File: src/rtl/glasfaser_pkg.sv
// Shared types and constants for the glasfaser audio path.
package glasfaser_pkg;

    localparam int FLASH_ADDR_W = 24;

    typedef logic [31:0] sample_t;

    localparam logic [FLASH_ADDR_W-1:0] DEFAULT_BASE_ADDR = 24'h000000;
    localparam logic [FLASH_ADDR_W-1:0] DEFAULT_SIZE      = 24'h0EA600;

    typedef enum logic [0:0] {
        ST_IDLE = 1'b0,
        ST_REQ  = 1'b1
    } req_state_e;

    // Next word address inside the circular region. The sum is formed one bit
    // wider than the address so a region ending at the top of flash cannot
    // overflow before the wrap comparison.
    function automatic logic [FLASH_ADDR_W-1:0] next_addr(
        input logic [FLASH_ADDR_W-1:0] addr,
        input logic [FLASH_ADDR_W-1:0] base,
        input logic [FLASH_ADDR_W-1:0] size
    );
        logic [FLASH_ADDR_W:0] sum_s;
        logic [FLASH_ADDR_W:0] end_s;
        sum_s = {1'b0, addr} + (FLASH_ADDR_W+1)'(4);
        end_s = {1'b0, base} + {1'b0, size};
        if (sum_s == end_s) begin
            next_addr = base;
        end else begin
            next_addr = sum_s[FLASH_ADDR_W-1:0];
        end
    endfunction

endpackage

File: src/rtl/sync_fifo.sv
// Register-based synchronous FIFO. Pointers carry one extra wrap bit so a
// full buffer and an empty buffer are told apart without a separate flag.
module sync_fifo #(
    parameter int WIDTH = 32,
    parameter int DEPTH = 8
) (
    input  logic                     clk,
    input  logic                     resetn,
    input  logic                     push,
    input  logic [WIDTH-1:0]         push_data,
    input  logic                     pop,
    output logic [WIDTH-1:0]         head_o,
    output logic                     full_o,
    output logic                     empty_o,
    output logic [$clog2(DEPTH):0]   level_o
);

    localparam int AW = $clog2(DEPTH);
    localparam int PW = AW + 1;

    logic [WIDTH-1:0] mem_q [DEPTH];
    logic [WIDTH-1:0] mem_d [DEPTH];
    logic [PW-1:0]    wr_ptr_q, wr_ptr_d;
    logic [PW-1:0]    rd_ptr_q, rd_ptr_d;
    logic [PW-1:0]    level_q, level_d;
    logic             do_push_s;
    logic             do_pop_s;

    assign empty_o = (wr_ptr_q == rd_ptr_q);
    assign full_o  = (wr_ptr_q[AW] != rd_ptr_q[AW]) &&
                     (wr_ptr_q[AW-1:0] == rd_ptr_q[AW-1:0]);
    assign head_o  = mem_q[rd_ptr_q[AW-1:0]];
    assign level_o = level_q;

    // Next-state for storage, pointers and occupancy; overflow/underflow are blocked here.
    always_comb begin
        do_push_s = push & ~full_o;
        do_pop_s  = pop & ~empty_o;
        mem_d     = mem_q;
        wr_ptr_d  = wr_ptr_q;
        rd_ptr_d  = rd_ptr_q;
        level_d   = level_q;
        if (do_push_s) begin
            mem_d[wr_ptr_q[AW-1:0]] = push_data;
            wr_ptr_d                = wr_ptr_q + PW'(1);
        end else begin
            wr_ptr_d = wr_ptr_q;
        end
        if (do_pop_s) begin
            rd_ptr_d = rd_ptr_q + PW'(1);
        end else begin
            rd_ptr_d = rd_ptr_q;
        end
        case ({do_push_s, do_pop_s})
            2'b10:   level_d = level_q + PW'(1);
            2'b01:   level_d = level_q - PW'(1);
            default: level_d = level_q;
        endcase
    end

    // FIFO state registers.
    always_ff @(posedge clk or negedge resetn) begin
        if (!resetn) begin
            for (int i = 0; i < DEPTH; i++) begin
                mem_q[i] <= '0;
            end
            wr_ptr_q <= '0;
            rd_ptr_q <= '0;
            level_q  <= '0;
        end else begin
            mem_q    <= mem_d;
            wr_ptr_q <= wr_ptr_d;
            rd_ptr_q <= rd_ptr_d;
            level_q  <= level_d;
        end
    end

endmodule

File: src/rtl/audio_prefetch.sv
// Flash-to-S/PDIF prefetch buffer: walks a circular PCM region one stereo word
// at a time, keeps a small FIFO topped up and answers each sample request
// with the next word, or with silence (counted) when starved.
module audio_prefetch
    import glasfaser_pkg::*;
#(
    parameter logic [FLASH_ADDR_W-1:0] BASE_ADDR = DEFAULT_BASE_ADDR,
    parameter logic [FLASH_ADDR_W-1:0] SIZE      = DEFAULT_SIZE,
    parameter int                      DEPTH     = 8
) (
    input  logic                      clk,
    input  logic                      resetn,
    input  logic                      enable,
    output logic                      flash_valid,
    output logic [FLASH_ADDR_W-1:0]   flash_addr,
    input  logic                      flash_ready,
    input  logic [31:0]               flash_rdata,
    input  logic                      sample_req,
    output logic [31:0]               sample_o,
    output logic [$clog2(DEPTH):0]    level_o,
    output logic [7:0]                underrun_cnt_o
);

    localparam int LW = $clog2(DEPTH) + 1;
    localparam logic [LW-1:0] DEPTH_L = LW'(DEPTH);

    req_state_e              state_q, state_d;
    logic [FLASH_ADDR_W-1:0] addr_q, addr_d;
    sample_t                 sample_q, sample_d;
    logic [7:0]              underrun_q, underrun_d;

    logic                    push_s;
    logic                    pop_s;
    sample_t                 head_s;
    logic                    full_s;
    logic                    empty_s;
    logic [LW-1:0]           level_s;

    sync_fifo #(
        .WIDTH (32),
        .DEPTH (DEPTH)
    ) u_fifo (
        .clk       (clk),
        .resetn    (resetn),
        .push      (push_s),
        .push_data (flash_rdata),
        .pop       (pop_s),
        .head_o    (head_s),
        .full_o    (full_s),
        .empty_o   (empty_s),
        .level_o   (level_s)
    );

    // Request FSM and address generator: one outstanding read, never abandoned.
    always_comb begin
        state_d = state_q;
        addr_d  = addr_q;
        push_s  = 1'b0;
        case (state_q)
            ST_IDLE: begin
                if (enable && (level_s < DEPTH_L)) begin
                    state_d = ST_REQ;
                end else begin
                    state_d = ST_IDLE;
                end
            end
            ST_REQ: begin
                if (flash_ready) begin
                    push_s  = ~full_s;
                    addr_d  = next_addr(addr_q, BASE_ADDR, SIZE);
                    state_d = ST_IDLE;
                end else begin
                    state_d = ST_REQ;
                end
            end
            default: begin
                state_d = ST_IDLE;
            end
        endcase
    end

    // Sample service: hand out the head word, or silence plus a saturating underrun count.
    always_comb begin
        sample_d   = sample_q;
        underrun_d = underrun_q;
        pop_s      = 1'b0;
        if (sample_req) begin
            if (!empty_s) begin
                sample_d = head_s;
                pop_s    = 1'b1;
            end else begin
                sample_d = 32'h0000_0000;
                if (underrun_q == 8'hFF) begin
                    underrun_d = 8'hFF;
                end else begin
                    underrun_d = underrun_q + 8'h01;
                end
            end
        end else begin
            sample_d = sample_q;
        end
    end

    // Control, address, sample and counter registers.
    always_ff @(posedge clk or negedge resetn) begin
        if (!resetn) begin
            state_q    <= ST_IDLE;
            addr_q     <= BASE_ADDR;
            sample_q   <= 32'h0000_0000;
            underrun_q <= 8'h00;
        end else begin
            state_q    <= state_d;
            addr_q     <= addr_d;
            sample_q   <= sample_d;
            underrun_q <= underrun_d;
        end
    end

    assign flash_valid    = (state_q == ST_REQ);
    assign flash_addr     = addr_q;
    assign sample_o       = sample_q;
    assign level_o        = level_s;
    assign underrun_cnt_o = underrun_q;

endmodule
File: config.mk
export PLATFORM = sky130hd
export DESIGN_NAME = audio_prefetch
export DESIGN_NICKNAME = d
export VERILOG_FILES = /design/src/rtl/glasfaser_pkg.sv /design/src/rtl/sync_fifo.sv /design/src/rtl/audio_prefetch.sv
export SDC_FILE = /design/constraint.sdc
export NUM_CORES = 1
export LEC_CHECK = 0
export BUFFER_PORTS_ARGS = -buffer_cell sky130_fd_sc_hd__buf_2
export CORE_UTILIZATION = 45
export CTS_BUF_LIST = sky130_fd_sc_hd__clkbuf_4 sky130_fd_sc_hd__clkbuf_8
export CTS_CLUSTER_DIAMETER = 100
export DETAILED_ROUTE_END_ITERATION = 12
export GPL_ROUTABILITY_DRIVEN = 0
export GPL_TIMING_DRIVEN = 0
export PLACE_DENSITY_LB_ADDON = 0.05
export SLEW_MARGIN = 10
export SYNTH_ARGS = -nofsm -noshare
export SYNTH_HDL_FRONTEND = slang
export SYNTH_SLANG_ARGS = --single-unit
File: constraint.sdc
create_clock -name clk -period 3.7 [get_ports clk]
set_clock_uncertainty 0.05 [all_clocks]
set_input_delay 0.925 -clock clk [delete_from_list [all_inputs] [get_ports clk]]
set_output_delay 0.925 -clock clk [all_outputs]
set_load 0.005 [all_outputs]
Word-level counts from Yosys, hierarchy flattened
Index checks and enable logic that the tools add are counted.

Memories kept: 0. Bits in registers: 333. Memory bits (read-only): 0. Output and inout bits: 69. Memory bits (writable): 0. Bits in latches: 0.

Multiplexer cells: 17. Add/sub/neg operators: 6. Equality and inequality tests: 7. $lt $le $gt $ge: 4. Multiply operators: 0. Div/mod/pow operators: 0. Bitwise gates (word level): 7. Reductions and logical operators: 6. Shift-type cells: 0.

Operator list (count): bitwise mux 256 bit (1); two-way mux 32 bit (4); binary-select mux 32 bit (select 3 bit) (1); demux 32 bit (select 3 bit) (1); adder 24 x 3 -> 25 bit (second input constant) (1); == test 25 x 20 -> 1 bit (second input constant) (1); two-way mux 24 bit (1); adder 4 x 1 -> 4 bit (second input constant) (3); adder 8 x 1 -> 8 bit (second input constant) (1); == test 8 bit (second input constant) (1); greater-or-equal comparator 4 bit (second input constant) (2); two-way mux 8 bit (1); NOT 3 -> 4 bit (2); one-hot mux 4 bit (2 select lines) (1); two-way mux 1 bit (6); == test 4 bit (1); less-than comparator 4 x 1 -> 1 bit (second input constant) (1); less-than comparator 4 bit (second input constant) (1); AND reduction 2 bit (2); subtractor 4 x 1 -> 4 bit (second input constant) (1); == test 3 bit (1); logical AND 1 bit (3); NOT 1 bit (3); AND 1 bit (2); other kinds (5) (5).

Logic depth before layout (Yosys ltp)
Word-level depth: 8. Depth in mapped cells: 13.

Cells and area by module
A second synthesis with hierarchy kept.

Cells, all modules: 1084. Area, all modules: 15581.2 um^2.

Modules (own cells, without submodules): sync_fifo (cells each 732, area an instance 12273.0 um^2, instances 1); audio_prefetch (cells each 352, area an instance 3308.2 um^2, instances 1).

Worst setup path before layout
OpenSTA, ideal clock, no wires.

Kind: in2reg. From: in flash_ready. To: reg u_fifo.level_q[2], in the netlist u_fifo.level_o[2]. Slack: 1096 ps. Stages on the path: 10. Library setup time: 126 ps. Arrival: 2428 ps. Cell sequence: nand2_1 -> a21oi_4 -> inv_1 -> ha_1 -> xor2_1 -> ha_1 -> a21oi_1 -> xor2_1 -> nor2_1 -> xor2_1.

Longest elaborated chain between the ends: 5. Elaborated cells between the ends (all ways): 7. Classes of those cells: eq/ne: 2; mux: 3; bitwise: 1; reduce/logical: 1.

RTL lines: start: declaration (RTL line audio_prefetch.sv:16) `input logic flash_ready,`; two-way mux 1 bit (*) (RTL line audio_prefetch.sv:68) `if (flash_ready) begin`; two-way mux 1 bit (*) (RTL line audio_prefetch.sv:59) `case (state_q)`; AND 1 bit (*) (RTL line sync_fifo.sv:37) `do_push_s = push & ~full_o;`; == test 2 x 1 -> 1 bit / == test 2 bit (equally long branches) (RTL line sync_fifo.sv:54) `case ({do_push_s, do_pop_s})`; one-hot mux 4 bit (2 select lines) / nonzero test 2 bit (equally long branches); end signal: assignment (RTL line sync_fifo.sv:74) `level_q <= level_d;`; end: declaration (RTL line sync_fifo.sv:25) `logic [PW-1:0] level_q, level_d;`.

Every way passes the cells marked *; elsewhere a longest branch is shown, timed or not. A chain may end at the register's enable or synchronous reset.

Worst setup path in the final report
From: reg u_fifo.wr_ptr_q[1]. To: reg u_fifo.level_q[2], in the netlist u_fifo.level_o[2].

Elaborated cells between the ends (all ways): 15. Classes of those cells: eq/ne: 4; mux: 5; bitwise: 4; reduce/logical: 2.

RTL lines: start: declaration (RTL line sync_fifo.sv:23) `logic [PW-1:0] wr_ptr_q, wr_ptr_d;`; start signal: assignment (RTL line sync_fifo.sv:72) `wr_ptr_q <= wr_ptr_d;`; == test 4 bit (*) (RTL line sync_fifo.sv:29) `assign empty_o = (wr_ptr_q == rd_ptr_q);`; two-way mux 1 bit (RTL line audio_prefetch.sv:88) `if (!empty_s) begin`; two-way mux 1 bit (RTL line audio_prefetch.sv:87) `if (sample_req) begin`; AND 1 bit (*) (RTL line sync_fifo.sv:38) `do_pop_s = pop & ~empty_o;`; via u_fifo.do_pop_s (RTL line sync_fifo.sv:27) `logic do_pop_s;`; == test 2 x 1 -> 1 bit / == test 2 bit (equally long branches) (RTL line sync_fifo.sv:54); one-hot mux 4 bit (2 select lines) / nonzero test 2 bit (equally long branches).

Mark *: on every way through the listed nets, which the timed path passes. The rest lies on a longest branch.

==> impl_results.md <==
- Util after Layout: 0.531
- CTS tree: done
- Switching share of power: 0.304
- Power, Total: 14.3 mW
- Total Wirelength: between 30000 and 40000 microns
- DP HPWL: 21100 microns
- Final Hold Viols: 0
- Die height: 185 microns
- Synthesized area: 0.0150 sq mm
- Cells after synthesis: 1030
- Crit start category: register
- Crit path DAT: 3.40 ns
- Syn avg cell area: approximately 15 sq um
- Top cells by area, synth: dfrtp_1 (55%), mux2_2 (19%), mux4_2 (9.6%)
- H-tree depth: 2
- Outcome: completed
- CP Data Required Time: approximately 4.1 ns
- Final WS setup: ~0.73 ns
- CTS root buf: clkbuf_8
- Most frequent cells in the layout: dfrtp_1 (331), mux2_2 (258), buf_2 (131), clkbuf_8 (71), mux4_2 (64)
- VDD IR-drop max: 0.000314 V
- Post-CTS Hold Fix Bufs: 0
- Final nets: 1238
- Reg clk slew, reported paths: ~0.06 ns
- Int Pwr: 9.95 mW
- Reg-to-reg startpoint: u_fifo.wr_ptr_q[1]$_DFFE_PN0P_
- GR Util All Layers: 0.210
- # port buffers: 102
- Register area share after synthesis: 0.552
- Final Slew Violations: 0
- Power share of the clock group: 0.242
- Worst path max stage delay: 0.38 ns
- Crit Path Class: register to register
- Pleak: 7.96 nW
- Initial Util: 0.459
- Area leader, netlist: dfrtp_1
- Pre-CTS setup slack: around 0.52 ns
- Top cell type's share of synthesized area: 0.552
- Io pins: 106
- EDFF count, synth: 0
- Die width: 185 microns
- Fillers: 2841
- Rel. slew slack: 0.257
- Placed instance count: around 1.6k
- Area grow syn2layout: 15.8%
- Distinct cells, synth: 59
- Ys async rst share: 1.00
- Vias per cell: 5.36
- Delay-heaviest family, CP: simple AND/OR/NAND/NOR gates
- Switching power: approximately 4.3 mW
- Crit Path Max Fanout: 10
- Logic pwr share: 0.343
- Core box area: 0.0327 sq mm
- Post-CTS resize count: 0
- First-pass GRT wire length: 54300 microns
- Top FF cell, synth: dfrtp_1
- Post-CTS Setup Bufs: 0
- Worst Hold Class: input port to async pin
- Routed Antenna Nets: 0
- Vias in the first global route: 9424
- CTS Buf Count: 56
- YS warnings: 0
- RSZ-0062 raised after global routing: no
- Crit-path slowest cell: dfrtp_1
- Endpoints failing setup: 0
- Hold slack: 0.237 ns
- Final Instance Count excl. Fillers: 1679
- Crit end category: register
- Commonest non-fill, non-tap cell in the layout: dfrtp_1
- Crit-path cells: buf_2 -> xor2_1 -> nor3_2 -> nand2_1 -> nand2_1 -> inv_1 -> ha_1 -> xor2_1 -> ha_1 -> a21oi_1 -> xor2_1 -> nor2_1 -> xor2_1
- Clock Path Buffers: 3
- Die area: 0.0341 sq mm
- Row cnt: 66
- Largest net degree at the start of global routing: 94
- Multi-input gate area: 0.00627 sq mm
- Register area: roughly 0.0083 sq mm
- Layout cell share with drive strength beyond 1: 0.470
- Post-route cell area: 0.0174 sq mm
- Sequential share of power: 0.415
- Fmax: 337 MHz
- Initial antenna violation count: 3
- CP Buf/Inv Count: 2
- Final TNS setup: 0 ns
- Most frequent CP cell: xor2_1
- TritonCTS Sinks: 331
- Initial DRT Pass Iterations: 5
- DR WL/cell: around 20 microns
- Clk_lat worst skew: about 0.6 ns
- Vias: ~9k
- Max-Cap Viols: 0
- Remaining DRCs: 0
- Synth Register Bits: about 330
- DP Area: 0.0162 sq mm
- Period utilization: 0.803
- Minimum clock period: 2.97 ns
- Pwr Density: roughly 820 mW/mm^2
- Worst slew pin tran: 1.11 ns
- Setup crit start: u_fifo.wr_ptr_q[1]$_DFFE_PN0P_
- Drt initial violations: 473
- Global route overflow: 0
[per-layer routing]
layer | vias to the layer above | share of wire | global-route usage | wire length [microns]
li1 | 4125 | - | - | -
met1 | 4659 | 0.47 | 0.295 | 15900
met4 | 2 | 0.016 | 0.0539 | 534
met5 | - | 0.00050 | 0 | 17
met2 | 164 | 0.47 | 0.333 | 16100
met3 | 50 | 0.044 | 0.0425 | 1520
[logic make-up after synthesis]
| kind of cell | share of synthesized area |
|---|---|
| adders and majority gates | 0.00584 |
| xor gates and xnor gates | 0.0181 |
| DFF | 0.552 |
| muxes | 0.317 |
| other | 0.000250 |
| AOI/OAI and AO/OA | 0.0297 |
| buffers and inverters | 0.0306 |
| and+or+nand+nor | 0.0471 |
[final cells by class]
| class | instances | share of cell area |
|---|---|---|
| clock inverters | 6 | 0.00338 |
| well taps | 442 | 0.0318 |
| clock buffers | 93 | 0.0657 |
| flip-flops and latches | 331 | 0.477 |
| multi-input cells | 597 | 0.361 |
| diodes | 2 | 0.000288 |
| inverters | 39 | 0.00843 |
| repair buffers | 105 | 0.0347 |
| plain buffers | 64 | 0.0180 |
[power by group through the flow]
stage | registers, mW | logic, mW | clock network, mW
3_3_place_gp | 5.95 | 4.87 | 0
4_1_cts | 5.93 | 4.99 | 3.58
5_1_grt | 6.14 | 5.37 | 3.74
3_5_place_dp | 5.98 | 4.99 | 0
6_report | 5.93 | 4.90 | 3.46
2_1_floorplan | 5.77 | 3.76 | 0
[state kept, by name (all words and copies together), names as in the netlist]
name	count
flash_addr	22
flash_valid	1
sample_o	32
u_fifo.level_o	4
u_fifo.mem_q	256
u_fifo.rd_ptr_q	4
u_fifo.wr_ptr_q	4
underrun_cnt_o	8
[synth_stat cells, types with 6 or more instances]
library cell,number
a21oi_1,7
and3_1,6
buf_1,6
buf_2,30
buf_4,9
clkbuf_1,18
dfrtp_1,331
ha_1,7
inv_1,39
mux2_2,258
mux2i_1,36
mux4_2,64
nand2_1,35
nand3_1,15
nand4_1,12
nor2_1,21
nor3_1,6
o21ai_0,7
o22ai_1,33
xnor2_1,19
xor2_1,12
[path summary, 6_finish.rpt]
path	slack, ns	cells past startpoint	to
setup / recovery	0.73	13	u_fifo.level_o[2]$_DFFE_PN0P_
hold / removal	0.24	1	flash_addr[5]$_DFFE_PN0P_
setup reg to reg	0.73	13	u_fifo.level_o[2]$_DFFE_PN0P_
hold reg to reg	0.43	1	u_fifo.mem_q[232]$_DFFE_PN0P_
max in group asynchronous	2.01	3	u_fifo.mem_q[144]$_DFFE_PN0P_
min in group clk	0.43	1	u_fifo.mem_q[232]$_DFFE_PN0P_
[worst reg2reg max path, cell delays in order, from the launching register on]
cell and delay (ns):
dfrtp_1 0.38, buf_2 0.18, xor2_1 0.18, nor3_2 0.33, nand2_1 0.09, nand2_1 0.27
inv_1 0.19, ha_1 0.30, xor2_1 0.18, ha_1 0.18, a21oi_1 0.15, xor2_1 0.16
nor2_1 0.06, xor2_1 0.14
No activity file was read; power rests on OpenSTA's default activity.
